File: config.mk
export PLATFORM = sky130hd
export DESIGN_NAME = clk_div_gen
export DESIGN_NICKNAME = d
export VERILOG_FILES = /design/src/rtl/clk_div_pkg.sv /design/src/rtl/clk_div_phase.sv /design/src/rtl/clk_div_gen.sv
export SDC_FILE = /design/constraint.sdc
export NUM_CORES = 1
export LEC_CHECK = 0
export CORE_MARGIN = 2
export CORE_UTILIZATION = 50
export CTS_CLUSTER_SIZE = 40
export DETAILED_ROUTE_END_ITERATION = 12
export PLACE_DENSITY_LB_ADDON = 0.12
export SYNTH_ARGS = -nofsm -noshare
export SYNTH_HDL_FRONTEND = slang
export SYNTH_HIERARCHICAL = 1
export SYNTH_SLANG_ARGS = --single-unit
export TNS_END_PERCENT = 5
File: constraint.sdc
create_clock -name clk -period 9.05 [get_ports clk]
set_input_delay 1.81 -clock clk [delete_from_list [all_inputs] [get_ports clk]]
set_output_delay 1.81 -clock clk [all_outputs]
set_load 0.005 [all_outputs]
File: src/rtl/clk_div_pkg.sv
// Shared types and helpers for the programmable clock divider.
// Holds the control FSM encoding and the divide-ratio clamp.
package clk_div_pkg;

  typedef enum logic [1:0] {
    STOP   = 2'd0,
    RUN    = 2'd1,
    RELOAD = 2'd2
  } div_state_t;

  localparam int unsigned DIV_MIN = 2;

  // Ratios below DIV_MIN would leave no room for both clock phases.
  // The compare is done on the full zero-extended value, so ratios up to 32 bits wide clamp correctly.
  function automatic logic [31:0] clamp_div(input logic [31:0] value);
    if (value < DIV_MIN) begin
      return DIV_MIN;
    end
    return value;
  endfunction

endpackage

File: src/rtl/clk_div_phase.sv
// Phase counter for one divided period, with registered clk_out/tick decode.
// All outputs are computed from next-cycle values so they leave flops directly.
module clk_div_phase #(
  parameter int CNT_W = 16
) (
  input  logic             clk,
  input  logic             rst,
  input  logic             active,
  input  logic             run,
  input  logic [CNT_W-1:0] div,
  output logic             clk_out,
  output logic             tick
);

  logic [CNT_W-1:0] count;
  logic [CNT_W-1:0] count_next;
  logic [CNT_W:0]   high_len;

  // The registered tick marks count==N-1, so it doubles as the wrap condition.
  always_comb begin
    count_next = '0;
    if (active && run && !tick) begin
      count_next = count + 1'b1;
    end
  end

  // ceil(N/2), one bit wider so N at its maximum cannot overflow.
  assign high_len = ({1'b0, div} + 1'b1) >> 1;

  always_ff @(posedge clk or posedge rst) begin
    if (rst) begin
      count   <= '0;
      clk_out <= 1'b0;
      tick    <= 1'b0;
    end else begin
      count   <= count_next;
      clk_out <= run && ({1'b0, count_next} < high_len);
      tick    <= run && (count_next == div - 1'b1);
    end
  end

endmodule

File: src/rtl/clk_div_gen.sv
// Programmable integer clock divider: control FSM, ratio/pending registers,
// load handshake and completed-period counter around the phase counter.
module clk_div_gen #(
  parameter int CNT_W       = 16,
  parameter int DEFAULT_DIV = 4,
  parameter int PER_W       = 32
) (
  input  logic             clk,
  input  logic             rst,
  input  logic             en,
  input  logic [CNT_W-1:0] div_val,
  input  logic             div_load,
  output logic             div_ready,
  output logic             clk_out,
  output logic             tick,
  output logic             running,
  output logic [PER_W-1:0] periods
);

  import clk_div_pkg::*;

  div_state_t       state;
  div_state_t       state_next;
  logic [CNT_W-1:0] n;
  logic [CNT_W-1:0] n_next;
  logic [CNT_W-1:0] pending;
  logic [CNT_W-1:0] pending_next;
  logic [CNT_W-1:0] div_clamped;
  logic             accept;
  logic             run_next;

  assign div_clamped = CNT_W'(clamp_div(32'(div_val)));
  assign running     = (state != STOP);
  assign div_ready   = (state != RELOAD);
  assign accept      = div_load && div_ready;
  assign run_next    = (state_next != STOP);

  // A period is never cut short: leaving RUN or RELOAD only happens on tick.
  always_comb begin
    state_next   = state;
    n_next       = n;
    pending_next = pending;
    case (state)
      STOP: begin
        if (accept) begin
          n_next = div_clamped;
        end
        if (en) begin
          state_next = RUN;
        end
      end
      RUN: begin
        if (tick && !en) begin
          state_next = STOP;
          if (accept) begin
            n_next = div_clamped;
          end
        end else if (accept) begin
          state_next   = RELOAD;
          pending_next = div_clamped;
        end
      end
      RELOAD: begin
        if (tick) begin
          n_next     = pending;
          state_next = en ? RUN : STOP;
        end
      end
      default: begin
        state_next = STOP;
      end
    endcase
  end

  always_ff @(posedge clk or posedge rst) begin
    if (rst) begin
      state   <= STOP;
      n       <= CNT_W'(DEFAULT_DIV);
      pending <= CNT_W'(DEFAULT_DIV);
    end else begin
      state   <= state_next;
      n       <= n_next;
      pending <= pending_next;
    end
  end

  // The phase counter sees the ratio that applies from the next cycle on.
  clk_div_phase #(
    .CNT_W (CNT_W)
  ) u_phase (
    .clk     (clk),
    .rst     (rst),
    .active  (running),
    .run     (run_next),
    .div     (n_next),
    .clk_out (clk_out),
    .tick    (tick)
  );

  always_ff @(posedge clk or posedge rst) begin
    if (rst) begin
      periods <= '0;
    end else if (tick) begin
      periods <= periods + 1'b1;
    end
  end

endmodule

# Yosys cells after proc, flatten, opt, wreduce, memory -nomap -nowiden
# Index checks and enable logic that the tools add are counted.
# Widths: inputs -> output; s select.
# op_classes
bitwise	1
n_lt_le_gt_ge	2
add_sub_neg	4
n_eq_ne	4
reduce_logical	12
mux	14
# ops
cell	n
$mux 16	6
$pmux 16 s3	1
$add 32x1->32 const B	1
$add 16x1->17 const B	1
$add 16x1->16 const B	1
$eq 16x16->1	1
$lt 16x16->1	1
$lt 16x2->1 const B	1
$sub 16x1->16 const B	1
$mux 2	4
$logic_and 1x1->1	6
$pmux 2 s3	1
$reduce_bool 2->1	2
$reduce_and 3->1	1
$eq 2x1->1 const B	1
$eq 2x2->1 const B	1
$logic_not 1->1	2
$logic_not 2->1	1
$mux 1	2
$ne 2x2->1 const B	1
$not 1->1	1
# word_totals
wordCells	44
reg_bits	84
input_bits	20

# Depth between registers and ports, before layout
# Gate-level depths: netlist (run 1).
# logic_depth
word_depth	11
ltp_mapped	19
ltp_nobuf	16

# Hierarchy
# The synthesis (run 1) kept the hierarchy.
# modules_own_cells
mod	n_inst	area_per_inst_um2	cells_per_inst
clk_div_gen	1	2844.0	245
clk_div_phase	1	2090.8	248

# Least setup slack after synthesis (run 1)
# Ideal clock, no wire load.
# synth_path
path_kind	input-to-reg
startpoint	in div_load
endpoint	reg u_phase.clk_out
setup_slack_ps	4205
required_ps	8983
path_stages	15
arrival_ps	4778
cell_sequence	nor2b_1 > a21boi_1 > inv_1 > o21ai_0 > ha_1 > nand4_1 > nor2_1 > xnor2_1 > ha_1 > a21o_1 > a21o_1 > a21oi_1 > o31ai_1 > a221oi_1 > o41a_1
# synth_lines
element	line_no	rtl
from (decl)	clk_div_gen.sv:12	input logic div_load,
$logic_and 1x1->1 *	clk_div_gen.sv:35	assign accept = div_load && div_ready;
$mux 16 *	clk_div_gen.sv:45, clk_div_gen.sv:55	
$mux 16	clk_div_gen.sv:53	if (tick && !en) begin
$pmux 16 s3 *	clk_div_gen.sv:43	case (state)
via n_next[0]	clk_div_gen.sv:25	logic [CNT_W-1:0] n_next;
$add 16x1->17 *	clk_div_phase.sv:28	assign high_len = ({1'b0, div} + 1'b1) >> 1;
$lt 16x16->1 *	clk_div_phase.sv:37	clk_out <= run && ({1'b0, count_next} < high_len);
$logic_and 1x1->1 *	clk_div_phase.sv:37	
to (signal assigned)	clk_div_phase.sv:37	
to (decl)	clk_div_phase.sv:11	output logic clk_out,
# The timed path passes the listed nets; every way through them passes the cells marked *.
# A chain may end at the register's enable or synchronous reset.

# Final worst setup path (run 1)
# layout_path
startpoint	in en
endpoint	reg u_phase.clk_out
# layout_lines
element	line_no	rtl
from (decl)	clk_div_gen.sv:10	input logic en,
$logic_not 1->1	clk_div_gen.sv:53	
$logic_and 1x1->1	clk_div_gen.sv:53	
$mux 16	clk_div_gen.sv:53	
$pmux 16 s3	clk_div_gen.sv:43	
via n_next[0]	clk_div_gen.sv:25	
$add 16x1->17	clk_div_phase.sv:28	
$lt 16x16->1	clk_div_phase.sv:37	
$logic_and 1x1->1	clk_div_phase.sv:37	
# The timed path passes the listed nets, and every way through them passes these cells.

==> key figures, run 1 <==
Run status
  • Status: completed

Synth
  • Main flop type after synthesis: dfrtp_1
  • EDFF count, synth: 0
  • Yosys top cell area share: 41.6%
  • Post-synthesis average cell area: 10.0 sq um
  • Flops & latches, synth: 84
  • Sequential fraction of the synthesis area: 42.6%
  • Synth async-reset ratio: 100%
  • Yosys cell types: 67
  • Area contributors post-synth: dfrtp_1 42%, xnor2_1 8.3%, nand2_1 4.6%
  • Area leader, netlist: dfrtp_1
  • Cell Area, Synth: 4930 sq um
  • Synth Instances: 493
  • Synth warn: 6
  • Syn Nets: 531

Final layout
  • Most frequent cells in the layout: 82 x dfrtp_1, 61 x nand2_1, 55 x clkdlybuf4s50_1
  • Fill cell total of the finished layout: 840
  • Area delta synth->final: 18.0%
  • Multi-input logic area: 2700 sq um
  • Post-layout instance area: 5820 sq um
  • Layout Nets: 583
  • Layout cells sized above 1: 11.3%
  • Commonest non-fill, non-tap cell in the layout: dfrtp_1
  • Reg area: 2100 sq um
  • N_diodes: 0

Setup path
  • Kind of critical path: in -> reg
  • Reg2reg start: u_phase/tick
  • CP delay by family, top: compound AO/OA/AOI/OAI gates
  • Crit path launch type: input pin
  • CP bufs+invs: 2
  • Crit. Startpoint: en
  • Slowest cell on the critical path: clkdlybuf4s50_1
  • Crit path capture type: flop
  • Worst Path Required: 9.34 ns
  • Critical-path maximum fanout: 16
  • Worst endpoint data arrival time: 5.82 ns
  • CP peak stage delay: 0.49 ns
  • Cell Chain, Critical Path: clkdlybuf4s50_1, nand2b_1, a21boi_1, buf_4, nor2_2, a22oi_1, o21ai_0, ha_1, nand4_1, nor2_1, xnor2_1, ha_1, a21o_1, a21o_1, a21oi_1, o31ai_1, a221oi_1, o41a_1

Clock network
  • Post-CTS Setup Bufs: 0
  • Inserted Clock Buffers: 9
  • Hold buffers post-CTS: 0
  • CTS Sinks: 84
  • # H-tree levels: 3
  • CTS clock-pin slew for the worst setup and hold paths: 0.08 ns
  • CTS resizes: 0
  • CTS tree: done
  • Clk_lat worst skew: 0.36 ns
  • Clock tree buffer depth: 2
  • CTS root buffer: clkbuf_8

Placed design
  • Placed cell areas: 5600 sq um
  • DP HPWL: 7810 um
  • RD Place Congestion: 0.806
  • Pre-CTS worst setup slack: 3.20 ns
  • Buffers added on ports: 55

Route
  • Initial DRC count: 201
  • 1st-pass router iterations: 4
  • Antenna-violating nets left: 0
  • Routed wire per std cell: 15.5 um
  • Vias per inst: 5.61
  • Via count: 3834
  • WL final: 10600 um
  • Total DRC errors in the routed layout: 0

Floorplan
  • Core Region: 9680 sq um
  • Die Width: 103 um
  • FP Rows: 36
  • DIE HEIGHT: 103 um
  • Io pins: 56
  • Initial Util: 51.0%
  • Die ar.: 10700 sq um

STA
  • Least-Margin Pin Slew: 0.819 ns
  • Hold Slack: 0.478 ns
  • Slew headroom: 44.8%
  • Final Hold Violating Endpoints: 0
  • Fin Setup TNS: 0 ns
  • Achievable Freq: 181 MHz
  • Final Worst Setup Slack: 3.52 ns
  • Final period utilization: 61.2%
  • Tmin final: 5.53 ns
  • Final setup viols: 0
  • RSZ-0062 raised after global routing: false
  • Layout Skew: 0.0107 ns
  • Max-slew violation count: 0

Power and ir drop
  • Internal power: 875 uW
  • Part of the power in registers: 35.0%
  • Peak supply drop: 0.000135 V
  • PwrDens: 246 nW/um^2
  • Tot Pwr: 1.43 mW
  • P_sw: 559 uW
  • Gate power share: 44.6%
  • Switching share of power: 39.0%
  • Clock Power Share: 20.5%
  • LEAKAGE: 2.41 nW

Global route
  • GR Overflow Total: 0
  • First-pass GRT wire length: 17300 um
  • Largest net degree at the start of global routing: 67
  • Vias in the first global route: 3590
  • Initial antenna violation count: 0
  • GRT Total Usage: 21.1%

Hold path
  • Hold crit path type: reg -> reg
  • Hold_sp: periods[31]

Run
  • Maxcap violations: 0
## final cells by class
| type | instances | share of cell area, % |
|---|---|---|
| Tap cell | 133 | 2.86 |
| Clock inverter | 2 | 0.666 |
| Inverter | 14 | 0.902 |
| Sequential cell | 84 | 36.1 |
| Timing Repair Buffer | 59 | 9.97 |
| Clock buffer | 14 | 3.14 |
| Multi-Input combinational cell | 377 | 46.3 |
## cells in the mapped netlist (all sizes together), types with 2 or more instances
master and number:
nand4b 2, o31ai 2, xnor2 47, mux2i 6
nand4 26, nor3 9, dfrtp 82, nand2 61
a21boi 2, o21a 3, nor2 26, a21o 3
or4 6, o21ai 12, nor2b 3, or2 3
o22ai 2, clkbuf 10, nand3b 3, a22oi 16
and4 4, mux2 17, nand2b 6, a21oi 9
ha 18, dfstp 2, or3 5, nand3 25
buf 8, o211ai 2, and3 5, a211oi 3
nor3b 2, xor2 20, inv 14, nor4 13
## stage by stage
step | instances | utilization [%]
floorplan | 493 | -
global placement | 667 | 57.9
detailed placement | 667 | 57.9
CTS | 683 | 60.1
global route | 683 | 60.1
finish | 683 | 60.1
## power groups by stage
stage | Clock [mW] | Sequential, mW | Combinational [mW]
3_5_place_dp | 0 | 0.508 | 0.631
5_1_grt | 0.314 | 0.512 | 0.712
2_1_floorplan | 0 | 0.493 | 0.506
4_1_cts | 0.301 | 0.501 | 0.638
3_3_place_gp | 0 | 0.507 | 0.614
6_report | 0.294 | 0.501 | 0.639
## flip-flops by register name (all words and copies together) (netlist names)
name / flops
periods: 32
pending: 16
state: 2
u_phase/tick: 1
u_phase/clk_out: 1
u_phase/count: 16
n: 16
## layer usage
metal  routed length, um  track usage, %  vias to the layer above
met5                   0               0                        -
met4                 133            7.09                        0
met3                 291            2.62                       11
met2                4940            33.5                       70
met1                5210            30.2                     1853
li1                    -               -                     1900
## kinds of logic after synthesis
group	share of synthesized area, %
flops	42.6
buf+inv	2.66
mux	5.35
compound gates	9.31
xor+xnor	11.9
simple gates	23.6
fa+ha+maj	4.56
## path summary, 6_finish.rpt
path	depth (start not counted)	end	slack, ns
hold reg to reg	1	periods[31]	0.48
max in group asynchronous	3	pending[3]	6.47
hold / removal	1	periods[31]	0.48
setup reg to reg	17	u_phase/clk_out	4.80
setup / recovery	18	u_phase/clk_out	3.52
min in group asynchronous	2	u_phase/count[0]	1.91
## worst reg2reg max path, stage by stage (launching register included)
cell and delay, ns:
dfrtp_1 0.59, nand2b_1 0.25, a21boi_1 0.09, buf_4 0.21, nor2_2 0.49, a22oi_1 0.12, o21ai_0 0.35, ha_1 0.33
nand4_1 0.16, nor2_1 0.15, xnor2_1 0.15, ha_1 0.27, a21o_1 0.16, a21o_1 0.17, a21oi_1 0.16, o31ai_1 0.10
a221oi_1 0.27, o41a_1 0.17
Power figures use the tool's default switching activity.
==> inputs of run 2 (changes only) <==
- clock period: 9.05 -> 5.13 ns (I/O delays scaled with it)
==> run 2 against run 1 <==
Core utilization is 0.39 points higher. Clock-buffer cell count is 3 lower. Clock power is 56% higher. First-iteration DRC count is 26% lower. Setup slack worse by 2.8 ns. Critical endpoint unchanged. Largest power group unchanged.
==> key figures, run 2 (synthesized netlist as in run 1, its figures left out) <==
Run status
  • Status: completed (unchanged)

Power and ir drop
  • Switching share of power: 39.1% (was 39.0%)
  • P_sw: 983 uW (was 559 uW)
  • Clock Power Share: 18.3% (was 20.5%)
  • LEAKAGE: 2.44 nW (was 2.41 nW)
  • Gate power share: 46.6% (was 44.6%)
  • PwrDens: 429 nW/um^2 (was 246 nW/um^2)
  • Peak supply drop: 0.000281 V (was 0.000135 V)
  • Tot Pwr: 2.51 mW (was 1.43 mW)
  • Part of the power in registers: 35.1% (was 35.0%)
  • Internal power: 1.53 mW (was 875 uW)

STA
  • Tmin final: 4.39 ns
  • Max-slew violation count: 0 (unchanged)
  • Fin Setup TNS: 0 ns (unchanged)
  • Slew headroom: 52.5% (was 44.8%)
  • Achievable Freq: 228 MHz
  • Least-Margin Pin Slew: 0.712 ns (was 0.819 ns)
  • Final period utilization: 85.6%
  • Layout Skew: 0.0124 ns (was 0.0107 ns)
  • Final Hold Violating Endpoints: 0 (unchanged)
  • Final setup viols: 0 (unchanged)
  • RSZ-0062 raised after global routing: false (unchanged)

Placed design
  • Buffers added on ports: 55 (unchanged)
  • RD Place Congestion: 0.832 (was 0.806)
  • DP HPWL: 8040 um (was 7810 um)

Final layout
  • Layout cells sized above 1: 12.7% (was 11.3%)
  • Max reg flops: 32 (unchanged)
  • Most flops, register: periods (unchanged)
  • Commonest non-fill, non-tap cell in the layout: dfrtp_1 (unchanged)
  • Layout Nets: 593 (was 583)
  • Area delta synth->final: 18.8% (was 18.0%)
  • Fill cell total of the finished layout: 843 (was 840)
  • Final Util: 60.5% (was 60.1%)
  • Most frequent cells in the layout: 82 x dfrtp_1, 61 x nand2_1, 55 x clkdlybuf4s50_1 (unchanged)
  • N_diodes: 0 (unchanged)

Global route
  • Initial antenna violation count: 0 (unchanged)
  • GRT Total Usage: 21.2% (was 21.1%)
  • GR Overflow Total: 0 (unchanged)
  • First-pass GRT wire length: 17700 um (was 17300 um)
  • Vias in the first global route: 3698 (was 3590)
  • Largest net degree at the start of global routing: 47 (was 67)

Setup path
  • Crit path launch type: input pin (unchanged)
  • Crit path capture type: flop (unchanged)
  • Worst Path Required: 5.43 ns (was 9.34 ns)
  • R2R setup slack: 1.25 ns (was 4.80 ns)
  • Kind of critical path: in -> reg (unchanged)
  • Critical-path maximum fanout: 16 (unchanged)
  • Worst endpoint data arrival time: 4.69 ns (was 5.82 ns)

Route
  • Vias per inst: 5.58 (was 5.61)
  • Antenna-violating nets left: 0 (unchanged)
  • Routed wire per std cell: 15.4 um (was 15.5 um)
  • WL final: 10700 um (was 10600 um)
  • Initial DRC count: 148 (was 201)
  • Total DRC errors in the routed layout: 0 (unchanged)
  • 1st-pass router iterations: 4 (unchanged)
  • Via count: 3869 (was 3834)

Clock network
  • Clock tree buffer depth: 2 (unchanged)
  • CTS clock-pin slew for the worst setup and hold paths: 0.09 ns (was 0.08 ns)
  • Hold buffers post-CTS: 0 (unchanged)
  • CTS resizes: 0 (unchanged)
  • CTS tree: done (unchanged)
  • CTS root buffer: clkbuf_8 (unchanged)
  • # H-tree levels: 3 (unchanged)
  • Clk_lat worst skew: 0.36 ns (about the same)
  • Inserted Clock Buffers: 9 (unchanged)
  • Post-CTS Setup Bufs: 0 (unchanged)
  • CTS Sinks: 84 (unchanged)

Floorplan
  • DIE HEIGHT: 103 um (unchanged)
  • FP Rows: 36 (unchanged)
  • Core Region: 9680 sq um (unchanged)
  • Die ar.: 10700 sq um (unchanged)
  • Io pins: 56 (unchanged)
  • Die Width: 103 um (unchanged)
  • Initial Util: 51.0% (unchanged)

Run
  • Maxcap violations: 0 (unchanged)

Hold path
  • Hold crit path type: reg -> reg (unchanged)
## run 2: cell count changes in the layout (fill, tap and decap cells not counted), sizes merged
cell      before  now
clkbuf        14   11
clkinvlp       0    1
inv           15   14
buf            4   14
clkinv         0    3
## run 2: final timing paths
kind,from,endpoint,cells past startpoint
max reg2reg,u_phase/tick,u_phase/clk_out,17
min reg2reg,periods[31],periods[31],1
max,en,u_phase/clk_out,18
min,periods[31],periods[31],1
min in group asynchronous,rst,periods[27],2
max in group asynchronous,rst,pending[4],3
## run 2: power by group through the flow
stage | combinational [mW] | clock [mW] | sequential [mW]
after floorplan | 0.893 | 0 | 0.869
after global placement | 1.14 | 0 | 0.894
after detailed placement | 1.17 | 0 | 0.894
after CTS | 1.17 | 0.469 | 0.883
after global routing | 1.30 | 0.497 | 0.899
final | 1.17 | 0.459 | 0.883
## run 2: cell type report
| cell class | instances | area [sq um] | area share [%] |
|---|---|---|---|
| inverters | 14 | 52.6 | 0.896 |
| flip-flops and latches | 84 | 2100 | 35.9 |
| repair buffers | 69 | 656 | 11.2 |
| clock buffers | 11 | 131 | 2.24 |
| multi-input cells | 377 | 2700 | 46.0 |
| well taps | 133 | 166 | 2.84 |
| clock inverters | 5 | 52.6 | 0.896 |
## run 2: metal layers
metal	part of all wire, %	vias up	GRT usage, %	wire (um)
met2	45	72	32.1	4780
met4	1.5	0	7.19	160
met5	0	-	0	0
li1	-	1899	-	-
met1	51	1883	31.5	5460
met3	2.8	15	2.89	303
## run 2: metrics by stage
step           instance area (sq um)  hold slack (ns)  worst slack (ns)  instances
3_3_place_gp                    5680            0.462             0.447        677
3_5_place_dp                    5680            0.467             0.374        677
6_report                        5860            0.481             0.741        693
5_1_grt                         5860            0.490             0.385        693
4_1_cts                         5860            0.479             0.759        693
2_1_floorplan                   4930            0.439              1.07        493
## run 2: critical path, stage by stage
cell             delay, ns
clkdlybuf4s50_1       0.49
nand2b_1              0.17
a21boi_1              0.09
buf_4                 0.21
nor2_2                0.35
a22oi_1               0.10
o21ai_0               0.15
ha_1                  0.26
nand4_1               0.20
nor2_1                0.18
xnor2_1               0.15
ha_1                  0.28
a21o_1                0.17
a21o_1                0.18
a21oi_1               0.14
o31ai_1               0.10
a221oi_1              0.28
o41a_1                0.17
==> inputs of run 3 (changes only) <==
- SLEW_MARGIN: default -> 10
==> results of run 3 <==
Final layout, timing and power as in run 2 (identical DEF).
